`src/rtl/writeback_sequencer_pkg.sv`:
```
// Shared opcode encodings, writeback FSM state encodings and helpers
// used by the execute-to-writeback stage.
package writeback_sequencer_pkg;

  localparam int unsigned OPCODE_W = 5;
  localparam int unsigned STATE_W  = 2;

  localparam logic [OPCODE_W-1:0] OP_ADD  = 5'h00;
  localparam logic [OPCODE_W-1:0] OP_SUB  = 5'h01;
  localparam logic [OPCODE_W-1:0] OP_AND  = 5'h02;
  localparam logic [OPCODE_W-1:0] OP_OR   = 5'h03;
  localparam logic [OPCODE_W-1:0] OP_XOR  = 5'h04;
  localparam logic [OPCODE_W-1:0] OP_MUL  = 5'h08;
  localparam logic [OPCODE_W-1:0] OP_DIV  = 5'h09;
  localparam logic [OPCODE_W-1:0] OP_CMP  = 5'h0A;
  localparam logic [OPCODE_W-1:0] OP_SETF = 5'h0C;
  localparam logic [OPCODE_W-1:0] OP_CLRF = 5'h0D;
  localparam logic [OPCODE_W-1:0] OP_CPLF = 5'h0E;

  localparam logic [STATE_W-1:0] WB_IDLE  = 2'b00;
  localparam logic [STATE_W-1:0] WB_WR_LO = 2'b01;
  localparam logic [STATE_W-1:0] WB_WR_HI = 2'b10;

  // A bundle needs two register writes only if it writes and produces two results.
  function automatic logic is_dual(input logic [OPCODE_W-1:0] opcode,
                                   input logic                wr_en);
    return wr_en && ((opcode == OP_MUL) || (opcode == OP_DIV));
  endfunction

endpackage

```
`src/rtl/writeback_sequencer.sv`:
```
// Captures one ALU result bundle per handshake and sequences the register-file
// write(s) and the single flag commit for it; MUL/DIV take two write cycles.
module writeback_sequencer
  import writeback_sequencer_pkg::*;
#(
  parameter int unsigned DATA_W     = 16,
  parameter int unsigned FLAG_W     = 16,
  parameter int unsigned REG_ADDR_W = 3
) (
  input  logic                  clk,
  input  logic                  reset,
  input  logic                  in_valid,
  output logic                  in_ready,
  input  logic [OPCODE_W-1:0]   in_opcode,
  input  logic [REG_ADDR_W-1:0] in_rd,
  input  logic                  in_wr_en,
  input  logic [DATA_W-1:0]     in_result_0,
  input  logic [DATA_W-1:0]     in_result_1,
  input  logic [FLAG_W-1:0]     in_flags,
  output logic                  rf_we,
  output logic [REG_ADDR_W-1:0] rf_waddr,
  output logic [DATA_W-1:0]     rf_wdata,
  output logic                  flags_we,
  output logic [FLAG_W-1:0]     flags_wdata,
  output logic                  busy
);

  logic [STATE_W-1:0]    state_q,    state_d;
  logic [OPCODE_W-1:0]   opcode_q,   opcode_d;
  logic [REG_ADDR_W-1:0] rd_q,       rd_d;
  logic                  wr_en_q,    wr_en_d;
  logic [DATA_W-1:0]     result_0_q, result_0_d;
  logic [DATA_W-1:0]     result_1_q, result_1_d;
  logic [FLAG_W-1:0]     flags_q,    flags_d;

  logic                  rf_we_q,       rf_we_d;
  logic [REG_ADDR_W-1:0] rf_waddr_q,    rf_waddr_d;
  logic [DATA_W-1:0]     rf_wdata_q,    rf_wdata_d;
  logic                  flags_we_q,    flags_we_d;
  logic [FLAG_W-1:0]     flags_wdata_q, flags_wdata_d;
  logic                  busy_q,        busy_d;

  logic dual_q;
  logic dual_d;
  logic capture;

  assign dual_q   = is_dual(opcode_q, wr_en_q);
  assign in_ready = (state_q == WB_IDLE) ||
                    ((state_q == WB_WR_LO) && !dual_q) ||
                    (state_q == WB_WR_HI);
  assign capture  = in_valid && in_ready;

  // Next state and capture register.
  always_comb begin
    state_d    = state_q;
    opcode_d   = opcode_q;
    rd_d       = rd_q;
    wr_en_d    = wr_en_q;
    result_0_d = result_0_q;
    result_1_d = result_1_q;
    flags_d    = flags_q;

    if (capture) begin
      opcode_d   = in_opcode;
      rd_d       = in_rd;
      wr_en_d    = in_wr_en;
      result_0_d = in_result_0;
      result_1_d = in_result_1;
      flags_d    = in_flags;
    end

    case (state_q)
      WB_IDLE:  if (capture) state_d = WB_WR_LO;
      WB_WR_LO: begin
        if (dual_q)       state_d = WB_WR_HI;
        else if (capture) state_d = WB_WR_LO;
        else              state_d = WB_IDLE;
      end
      WB_WR_HI: state_d = capture ? WB_WR_LO : WB_IDLE;
      default:  state_d = WB_IDLE;
    endcase
  end

  // Outputs are decoded from the upcoming state so they appear registered.
  always_comb begin
    rf_we_d       = 1'b0;
    rf_waddr_d    = '0;
    rf_wdata_d    = '0;
    flags_we_d    = 1'b0;
    flags_wdata_d = '0;
    busy_d        = (state_d != WB_IDLE);
    dual_d        = is_dual(opcode_d, wr_en_d);

    case (state_d)
      WB_WR_LO: begin
        rf_we_d = wr_en_d;
        if (wr_en_d) begin
          rf_waddr_d = rd_d;
          rf_wdata_d = result_0_d;
        end
        if (!dual_d) begin
          flags_we_d    = 1'b1;
          flags_wdata_d = flags_d;
        end
      end
      WB_WR_HI: begin
        rf_we_d       = 1'b1;
        rf_waddr_d    = rd_d + REG_ADDR_W'(1);
        rf_wdata_d    = result_1_d;
        flags_we_d    = 1'b1;
        flags_wdata_d = flags_d;
      end
      default: ;
    endcase
  end

  always_ff @(posedge clk or negedge reset) begin
    if (!reset) begin
      state_q       <= WB_IDLE;
      opcode_q      <= '0;
      rd_q          <= '0;
      wr_en_q       <= 1'b0;
      result_0_q    <= '0;
      result_1_q    <= '0;
      flags_q       <= '0;
      rf_we_q       <= 1'b0;
      rf_waddr_q    <= '0;
      rf_wdata_q    <= '0;
      flags_we_q    <= 1'b0;
      flags_wdata_q <= '0;
      busy_q        <= 1'b0;
    end else begin
      state_q       <= state_d;
      opcode_q      <= opcode_d;
      rd_q          <= rd_d;
      wr_en_q       <= wr_en_d;
      result_0_q    <= result_0_d;
      result_1_q    <= result_1_d;
      flags_q       <= flags_d;
      rf_we_q       <= rf_we_d;
      rf_waddr_q    <= rf_waddr_d;
      rf_wdata_q    <= rf_wdata_d;
      flags_we_q    <= flags_we_d;
      flags_wdata_q <= flags_wdata_d;
      busy_q        <= busy_d;
    end
  end

  assign rf_we       = rf_we_q;
  assign rf_waddr    = rf_waddr_q;
  assign rf_wdata    = rf_wdata_q;
  assign flags_we    = flags_we_q;
  assign flags_wdata = flags_wdata_q;
  assign busy        = busy_q;

endmodule

```
`config.mk`:
```
export PLATFORM = sky130hd
export DESIGN_NAME = writeback_sequencer
export DESIGN_NICKNAME = d
export VERILOG_FILES = /design/src/rtl/writeback_sequencer_pkg.sv /design/src/rtl/writeback_sequencer.sv
export SDC_FILE = /design/constraint.sdc
export NUM_CORES = 1
export LEC_CHECK = 0
export ABC_AREA = 1
export BUFFER_PORTS_ARGS = -buffer_cell sky130_fd_sc_hd__buf_2
export CORE_ASPECT_RATIO = 1.4
export CORE_UTILIZATION = 52
export DETAILED_ROUTE_END_ITERATION = 7
export PLACE_DENSITY = 0.78
export SYNTH_ARGS = -nofsm -noshare
export SYNTH_HDL_FRONTEND = slang
export SYNTH_SLANG_ARGS = --single-unit
```
`constraint.sdc`:
```
create_clock -name clk -period 2.3 [get_ports clk]
set_input_delay 0.46 -clock clk [delete_from_list [all_inputs] [get_ports clk]]
set_output_delay 0.46 -clock clk [all_outputs]
set_load 0.01 [all_outputs]
```
==> qor.csv, run 1 <==
metric,value,unit
status,"complete, no violations",
max_slew.worst_pin.slew,0.496,ns
startpoint,wr_en_q$_DFF_PN0_,
r2r-end,rf_waddr[2]$_DFF_PN0_,
hpwl,5670,µm
design.portCount,99,
antenna_cells,0,
postPlaceCellArea,4510,µm²
setup.worst_path.end,rf_waddr[2]$_DFF_PN0_,
reg2reg_depth,12,
finalSetupTns,0,ns
finalHoldViolCount,0,
grt_setup_unrepaired,no,
die_w,75.2,µm
synth_nets,486,
hold_slack,0.0660,ns
slowest_stage,dfrtp_1,
hold_class,in2async,
yosys_warnings,0,
avgSynthCellArea,9.24,µm²
viasPerCell,4.91,
die_h,104,µm
fin_crit_sh,0.898,
ys_types,23,
p_leak,0.00257,µW
ff_latch_area,2400,µm²
num_vias,3060,
htree_levels,3,
fin_crit,2.07,ns
crit_type,reg2reg,
wire_per_inst,13.4,µm
final_max_slew_viol_count,0,
timing.fmax,0.484,GHz
grt_pass1_vias,2918,
grt_overflow,0,
ys_seq_elements,96,
synthCells,422,
vdd_drop_max,0.000581,V
endpoint_kind,flop,
max_stage_delay,0.39,ns
drt_iter0_drc,203,
yosysTopAreaCell,dfrtp_1,
cp_cell_sequence,"nand2_1, inv_1, nand3_2, nand2_2, nand2_4, nand2_4, inv_4, ha_1, nand2_1, inv_2, nor2_1, nor3b_1",
maxSlewHeadroom,0.669,
path_clk_slew,0.09,ns
cts_tree,yes,
yosys.area.top_type_share,0.616,
antenna_left,0,
cts_setup_buffers,0,
r2r-start,wr_en_q$_DFF_PN0_,
final_cell_area,4730,µm²
post_cts_resize_count,0,
finalClockSkew,0.00891,ns
numPortBuffers,97,
fin_util,0.647,
multi_input_area,1330,µm²
track_usage,0.230,
clock_latency,0.35,ns
rows,37,
seq_area_frac_synth,0.616,
cts_made_buffers,9,
max_cap_viol_count,0,
n_fill_cell,638,
area_growth,21.4,%
crit_fanout,22,
grt_max_degree,44,
p_per_area,746,nW/µm²
critPathLaunchType,flop,
drive_above_1_share,0.293,
hold_buffers,0,
root_buffer,clkbuf_8,
wl,8340,µm
start_util,0.533,
worstPathRequired,2.57,ns
r2r_slack,0.23,ns
core_area,7310,µm²
drtPass1Iterations,4,
yosys-top-cells-area,"dfrtp_1 (62%), nand2_1 (21%), a21oi_1 (3.5%), nand3_2 (2.6%), a21oi_2 (2.2%)",
drc_errors,0,
synth_area,3900,µm²
layout.nets,585,
grt_pass1_wl,13400,µm
numClockSinks,96,
cts_buffer_depth,2,
worstPathArrival,2.33,ns
antenna_found_initial,0,
die_area,7860,µm²
finalSetupViolations,0,
gp_congestion,0.776,
metrics by stage:
| stage | power, µW | setup slack (ns) | cells |
|---|---|---|---|
| finish | 3530 | 0.235 | 623 |
| global route | 3680 | 0.0545 | 623 |
| CTS | 3550 | 0.0624 | 623 |
| detailed placement | 2370 | 0.0981 | 607 |
| global placement | 2350 | 0.213 | 607 |
| floorplan | 2170 | 0.202 | 422 |
layout by cell type, fill, tap and decap left out:
master        n
nand2_4       3
nor2_2        2
inv_1         9
o21ai_0       1
a21oi_1      27
clkinv_1      1
dfrtp_1      96
inv_2         1
clkbuf_8     10
clkinv_2      1
clkinvlp_4    2
nand3_2      10
buf_2        96
nor3b_1       1
nand2_1     219
bufinv_16     2
nand3b_1      1
clkbuf_1      1
nand2_2       2
nand3_1       8
a21oi_2      10
o21ai_1       1
buf_12        2
nor2_1        3
inv_4         1
ha_1          4
buf_4        12
power breakdown:
group	switching (µW)	internal, µW	leakage (µW)
registers	40.6	1820	0.00122
clock network	559	641	0.000106
logic	304	168	0.00124
sequential cells by signal (all words and copies together) (netlist names):
name	flops
busy	1
flags_q	16
flags_wdata	16
flags_we	1
opcode_q	4
rd_q	3
result_0_q	16
result_1_q	16
rf_waddr	3
rf_wdata	16
rf_we	1
state_q	2
wr_en_q	1
layout make-up:
| cell class | instances | share of cell area |
|---|---|---|
| flip-flops and latches | 96 | 0.508 |
| multi-input cells | 292 | 0.281 |
| repair buffers | 110 | 0.129 |
| clock buffers | 11 | 0.0299 |
| well taps | 97 | 0.0256 |
| clock inverters | 5 | 0.0169 |
| inverters | 12 | 0.0100 |
critical path, delay by kind of cell, from the launching register on:
kind,cells,cell delay [ns]
buffers and inverters,3,0.57
flip-flops,1,0.39
AND/OR/NAND/NOR,8,0.80
adder cells (fa/ha/maj),1,0.22
synth_stat cells, drive strengths merged:
library cell,instances
nand2,224
dfrtp,96
a21oi,37
nand3,18
buf,15
inv,11
clkbuf,7
nor2,5
ha,4
o21ai,2
clkinv,1
nand3b,1
nor3b,1
routing by layer:
metal | track usage | up-vias | part of all wire
met5 | 0 | - | 0
met4 | 0.0820 | 0 | 0.018
met3 | 0.0446 | 12 | 0.047
met2 | 0.369 | 97 | 0.50
met1 | 0.309 | 1447 | 0.44
li1 | - | 1504 | -
kinds of logic (layout without fill, tap and decap cells):
kind of cell | after synthesis | after routing | share of synthesized area
simple gates | 249 | 249 | 0.269
compound gates | 39 | 39 | 0.0597
buf+inv | 34 | 138 | 0.0430
fa+ha+maj | 4 | 4 | 0.0128
flops | 96 | 96 | 0.616
worst min-delay path by stage:
stage                                          end  slack [ns]  cells past startpoint
final                       rf_wdata[10]$_DFF_PN0_        0.07                      1
after global placement      rf_wdata[10]$_DFF_PN0_        0.46                      1
after detailed placement    rf_wdata[10]$_DFF_PN0_        0.46                      1
after CTS                 result_0_q[13]$_DFF_PN0_        0.07                      1
after global routing       result_0_q[6]$_DFF_PN0_        0.10                      1
after floorplan                     busy$_DFF_PN0_        0.16                      0
Power figures use the tool's default switching activity.
==> run 2: changes to the inputs <==
--- a/config.mk
+++ b/config.mk
@@ -8,9 +8,9 @@
 export ABC_AREA = 1
 export BUFFER_PORTS_ARGS = -buffer_cell sky130_fd_sc_hd__buf_2
 export CORE_ASPECT_RATIO = 1.4
-export CORE_UTILIZATION = 52
+export CORE_UTILIZATION = 25
+export CTS_CLUSTER_SIZE = 20
 export DETAILED_ROUTE_END_ITERATION = 7
-export PLACE_DENSITY = 0.78
 export SYNTH_ARGS = -nofsm -noshare
 export SYNTH_HDL_FRONTEND = slang
 export SYNTH_SLANG_ARGS = --single-unit
==> run 2 against run 1 <==
Compared with the run above: die area is 110% higher; cell area is 3.4% higher; via count is 0.42% higher; non-clock buffer count is 3 lower; hold slack better by 0.026 ns; sequential cell count stayed put.
==> qor.csv, run 2 (synthesis gave the netlist of run 1 again) <==
metric,value,unit
numClockSinks,96,
worst-path-buf-inv,1,
grt_pass1_wl,15900,µm
status,"complete, no violations",
worstPathRequired,2.54,ns
max_slew.worst_pin.slew,0.499,ns
slowest_stage,dfrtp_1,
crit_fanout,22,
track_usage,0.130,
finalHoldViolCount,0,
worstPathArrival,2.22,ns
drive_above_1_share,0.291,
path_delay_family,simple AND/OR/NAND/NOR gates,
maxSlewHeadroom,0.667,
finalClockSkew,0.00493,ns
antenna_found_initial,1,
endpoint_kind,flop,
layout.nets,582,
final_common_cell,nand2_1,
num_vias,3073,
p_per_area,764,nW/µm²
final-instance-count-excl-fill,715,
vdd_drop_max,0.000268,V
max_cap_viol_count,0,
cts_setup_buffers,0,
cts_buffer_depth,2,
wl,9670,µm
r2r-end,rf_waddr[2]$_DFF_PN0_,
final_cell_mix,"nand2_1 (219), dfrtp_1 (96), buf_2 (96)",
wire_per_inst,13.5,µm
final_max_slew_viol_count,0,
path_clk_slew,0.07,ns
setup.worst_path.end,rf_waddr[2]$_DFF_PN0_,
critPathLaunchType,flop,
hpwl,6610,µm
ff_latch_area,2400,µm²
r2r_slack,0.32,ns
core_area,15100,µm²
hold_class,in2async,
design.portCount,99,
n_fill_cell,1592,
crit_top_cell,nand2_1,
die_area,16100,µm²
root_buffer,clkbuf_16,
cp.depth,11,
cts_made_buffers,9,
drc_errors,0,
drtPass1Iterations,4,
drt_iter0_drc,110,
max_stage_delay,0.38,ns
start_util,0.258,
grt_pass1_vias,3135,
grt_max_degree,60,
dp.cells,699,
fin_crit_sh,0.859,
p_leak,0.00257,µW
crit_type,reg2reg,
cts_tree,yes,
die_h,150,µm
rows,53,
startpoint,opcode_q[1]$_DFF_PN0_,
grt_overflow,0,
r2r-start,opcode_q[1]$_DFF_PN0_,
fin_crit,1.98,ns
grt_setup_unrepaired,no,
clock_latency,0.34,ns
gp_congestion,0.718,
cp_cell_sequence,"nor2_1, nand3_2, nand2_2, nand2_4, nand2_8, buf_4, nand2_1, nand2_1, ha_1, a21oi_1, nor3b_1",
timing.fmax,0.506,GHz
finalSetupTns,0,ns
reg2reg_depth,11,
htree_levels,3,
finalSetupViolations,0,
numPortBuffers,97,
die_w,108,µm
viasPerCell,4.30,
antenna_left,0,
area_growth,25.5,%
multi_input_area,1340,µm²
## run 2: through the flow
| step | hold WS [ns] | worst slack (ns) | cell area, µm² | utilization | power [µW] |
|---|---|---|---|---|---|
| 2_1_floorplan | 0.164 | 0.202 | 3900 | - | 2170 |
| 3_3_place_gp | 0.454 | 0.0832 | 4600 | 0.304 | 2360 |
| 3_5_place_dp | 0.463 | 0.0728 | 4600 | 0.304 | 2380 |
| 4_1_cts | 0.0980 | 0.0462 | 4880 | 0.323 | 3800 |
| 5_1_grt | 0.123 | 0.0738 | 4890 | 0.324 | 3950 |
| 6_report | 0.0925 | 0.325 | 4890 | 0.324 | 3740 |
## run 2: worst min-delay path by stage
stage / from / end / slack (ns) / cells after the start
2_1_floorplan: reset / busy$_DFF_PN0_ / 0.16 / 0
3_3_place_gp: reset / rf_wdata[1]$_DFF_PN0_ / 0.45 / 1
3_5_place_dp: result_0_q[15]$_DFF_PN0_ / result_0_q[15]$_DFF_PN0_ / 0.46 / 2
4_1_cts: reset / rf_wdata[9]$_DFF_PN0_ / 0.1 / 1
5_1_grt: reset / rf_wdata[1]$_DFF_PN0_ / 0.12 / 1
6_report: reset / result_1_q[3]$_DFF_PN0_ / 0.09 / 1
## run 2: cell type report
type,instances,share of cell area
clock inverter,4,0.00613
multi-input combinational,292,0.274
antenna,1,0.000511
timing repair buffer,107,0.118
clock buffer,11,0.0516
inverter,12,0.0102
sequential,96,0.491
tap,192,0.0491
## run 2: routing by layer
metal / global-route usage / wire, µm
met4: 0.0541 / 171
met2: 0.212 / 4590
met1: 0.167 / 4410
met5: 0 / 0
met3: 0.0274 / 490
## run 2: repair_timing
item                                    in CTS  in global routing
hold buffers                                 0                  0
gates resized for setup                      0                  5
endpoints found under the setup margin       0                 18
## run 2: where the power goes
group | internal (µW) | switching [µW] | leakage, µW
registers | 1820 | 38.7 | 0.00122
clock network | 786 | 620 | 0.000126
logic | 162 | 312 | 0.00122
==> run 3: changes to the inputs <==
--- a/config.mk
+++ b/config.mk
@@ -6,11 +6,12 @@
 export NUM_CORES = 1
 export LEC_CHECK = 0
 export ABC_AREA = 1
-export BUFFER_PORTS_ARGS = -buffer_cell sky130_fd_sc_hd__buf_2
 export CORE_ASPECT_RATIO = 1.4
 export CORE_UTILIZATION = 25
-export CTS_CLUSTER_SIZE = 20
+export CTS_BUF_LIST = sky130_fd_sc_hd__clkbuf_4 sky130_fd_sc_hd__clkbuf_8
+export CTS_CLUSTER_SIZE = 25
 export DETAILED_ROUTE_END_ITERATION = 7
+export DONT_BUFFER_PORTS = 1
 export SYNTH_ARGS = -nofsm -noshare
 export SYNTH_HDL_FRONTEND = slang
 export SYNTH_SLANG_ARGS = --single-unit
==> run 3 against run 2 <==
Compared with the run above: setup slack lost 0.065 ns; global-route usage down 0.49 points; maximum frequency is 3.2% lower; first-iteration DRC count rose by 40%; the flow now finishes with violations (negative hold slack); power is 12% lower; via count fell by 12%; clock-buffer cell count is 2 higher; register-to-register slack got worse by 0.07 ns; hold slack worse by 0.30 ns.
==> qor.csv, run 3 (synthesis gave the netlist of run 1 again) <==
metric,value,unit
num_vias,2697,
worstPathRequired,2.54,ns
antenna_found_initial,0,
cts_tree,yes,
timing.fmax,0.490,GHz
pre_cts_slack,0.150,ns
reg2reg_depth,13,
worstPathArrival,2.28,ns
core_area,15100,µm²
critPathLaunchType,flop,
r2r-start,opcode_q[1]$_DFF_PN0_,
start_util,0.258,
crit_fanout,17,
finalSetupTns,0,ns
root_buffer,clkbuf_8,
path_clk_slew,0.10,ns
finalClockSkew,0.0123,ns
grt_max_degree,97,
viasPerCell,4.35,
worst_slack,0.260,ns
endpoint_kind,flop,
numPortBuffers,0,
final_cell_area,4310,µm²
drt_iter0_drc,154,
hold_slack,-0.208,ns
die_area,16100,µm²
final_max_slew_viol_count,0,
drtPass1Iterations,4,
final_cell_mix,"nand2_1 (219), dfrtp_1 (96), a21oi_1 (27)",
cts_buffer_depth,2,
grt_pass1_wl,15100,µm
fin_crit,2.04,ns
startpoint,opcode_q[1]$_DFF_PN0_,
hpwl,6410,µm
numClockSinks,96,
wl,9470,µm
r2r-end,flags_wdata[2]$_DFF_PN0_,
rows,53,
htree_levels,3,
area_growth,10.5,%
max_slew.worst_pin.slew,0.367,ns
grt_overflow,0,
fin_crit_sh,0.887,
grt_setup_unrepaired,no,
crit_type,reg2reg,
gp_congestion,0.759,
p_per_area,768,nW/µm²
wire_per_inst,15.3,µm
finalHoldViolCount,96,
postPlaceCellArea,4110,µm²
antenna_left,0,
clock_latency,0.36,ns
hold_class,in2async,
max_cap_viol_count,0,
cts_setup_buffers,0,
n_fill_cell,1592,
vdd_drop_max,0.000261,V
track_usage,0.125,
maxSlewHeadroom,0.755,
antenna_cells,0,
r2r_slack,0.26,ns
status,"complete, but fails checks",
die_w,108,µm
fin_util,0.285,
die_h,150,µm
cts_made_buffers,9,
design.portCount,99,
drive_above_1_share,0.136,
layout.nets,487,
finalSetupViolations,0,
drc_errors,0,
grt_pass1_vias,2834,
p_leak,0.00211,µW
setup.worst_path.end,flags_wdata[2]$_DFF_PN0_,
final_common_cell,nand2_1,
violations,negative hold slack,
-- run 3: cell count changes in the layout (fill, tap and decap cells not counted), sizes merged --
cell,delta
buf,-95
clkinvlp,-3
clkbuf,+2
clkinv,+2
diode,-1
-- run 3: power breakdown --
group	internal [µW]	switching, µW	total (µW)
registers	1820	63.1	1880
clock network	499	587	1090
logic	105	235	340
total	2420	885	3310
-- run 3: metrics by stage --
step	hold slack, ns	power, µW	std cells
5_1_grt	-0.256	3510	620
3_3_place_gp	0.168	2250	604
6_report	-0.208	3310	620
3_5_place_dp	0.168	2260	604
2_1_floorplan	0.164	2170	422
4_1_cts	-0.246	3370	620
-- run 3: critical path, cell delays in order (launching register included) --
cell     delay, ns
dfrtp_1       0.39
nor2_1        0.14
nand3_2       0.10
nand2_2       0.08
nand2_4       0.08
nand2_4       0.10
buf_4         0.22
nand2_1       0.07
nand2_1       0.13
nand2_1       0.08
nor2_2        0.12
nand2_4       0.19
nand3_1       0.13
a21oi_1       0.08
-- run 3: area by class of cell --
class | count | area [µm²] | area share
Inverter | 12 | 47.5 | 0.0110
Tap cell | 192 | 240 | 0.0557
Clock inverter | 3 | 25.0 | 0.00581
Multi-Input combinational cell | 292 | 1330 | 0.309
Timing Repair Buffer | 12 | 90.1 | 0.0209
Clock buffer | 13 | 173 | 0.0401
Sequential cell | 96 | 2400 | 0.557
-- run 3: layer usage --
layer,global-route usage,share of wire,vias up
li1,-,-,1310
met1,0.159,0.46,1301
met2,0.203,0.48,78
met3,0.0357,0.054,8
met4,0.0432,0.011,0
met5,0,0,-
-- run 3: worst min path at each step --
stage | end | cells past startpoint | from | slack [ns]
6_report | result_1_q[15]$_DFF_PN0_ | 0 | reset | -0.21
5_1_grt | flags_wdata[7]$_DFF_PN0_ | 0 | reset | -0.26
4_1_cts | rf_wdata[9]$_DFF_PN0_ | 0 | reset | -0.25
3_5_place_dp | result_1_q[13]$_DFF_PN0_ | 0 | reset | 0.17
3_3_place_gp | rf_wdata[1]$_DFF_PN0_ | 0 | reset | 0.17
2_1_floorplan | busy$_DFF_PN0_ | 0 | reset | 0.16
-- run 3: repair_timing --
item / in CTS / in global routing
gates resized for setup: 0 / 2
endpoints found under the setup margin: 0 / 9
hold endpoints to repair: 96 / 96
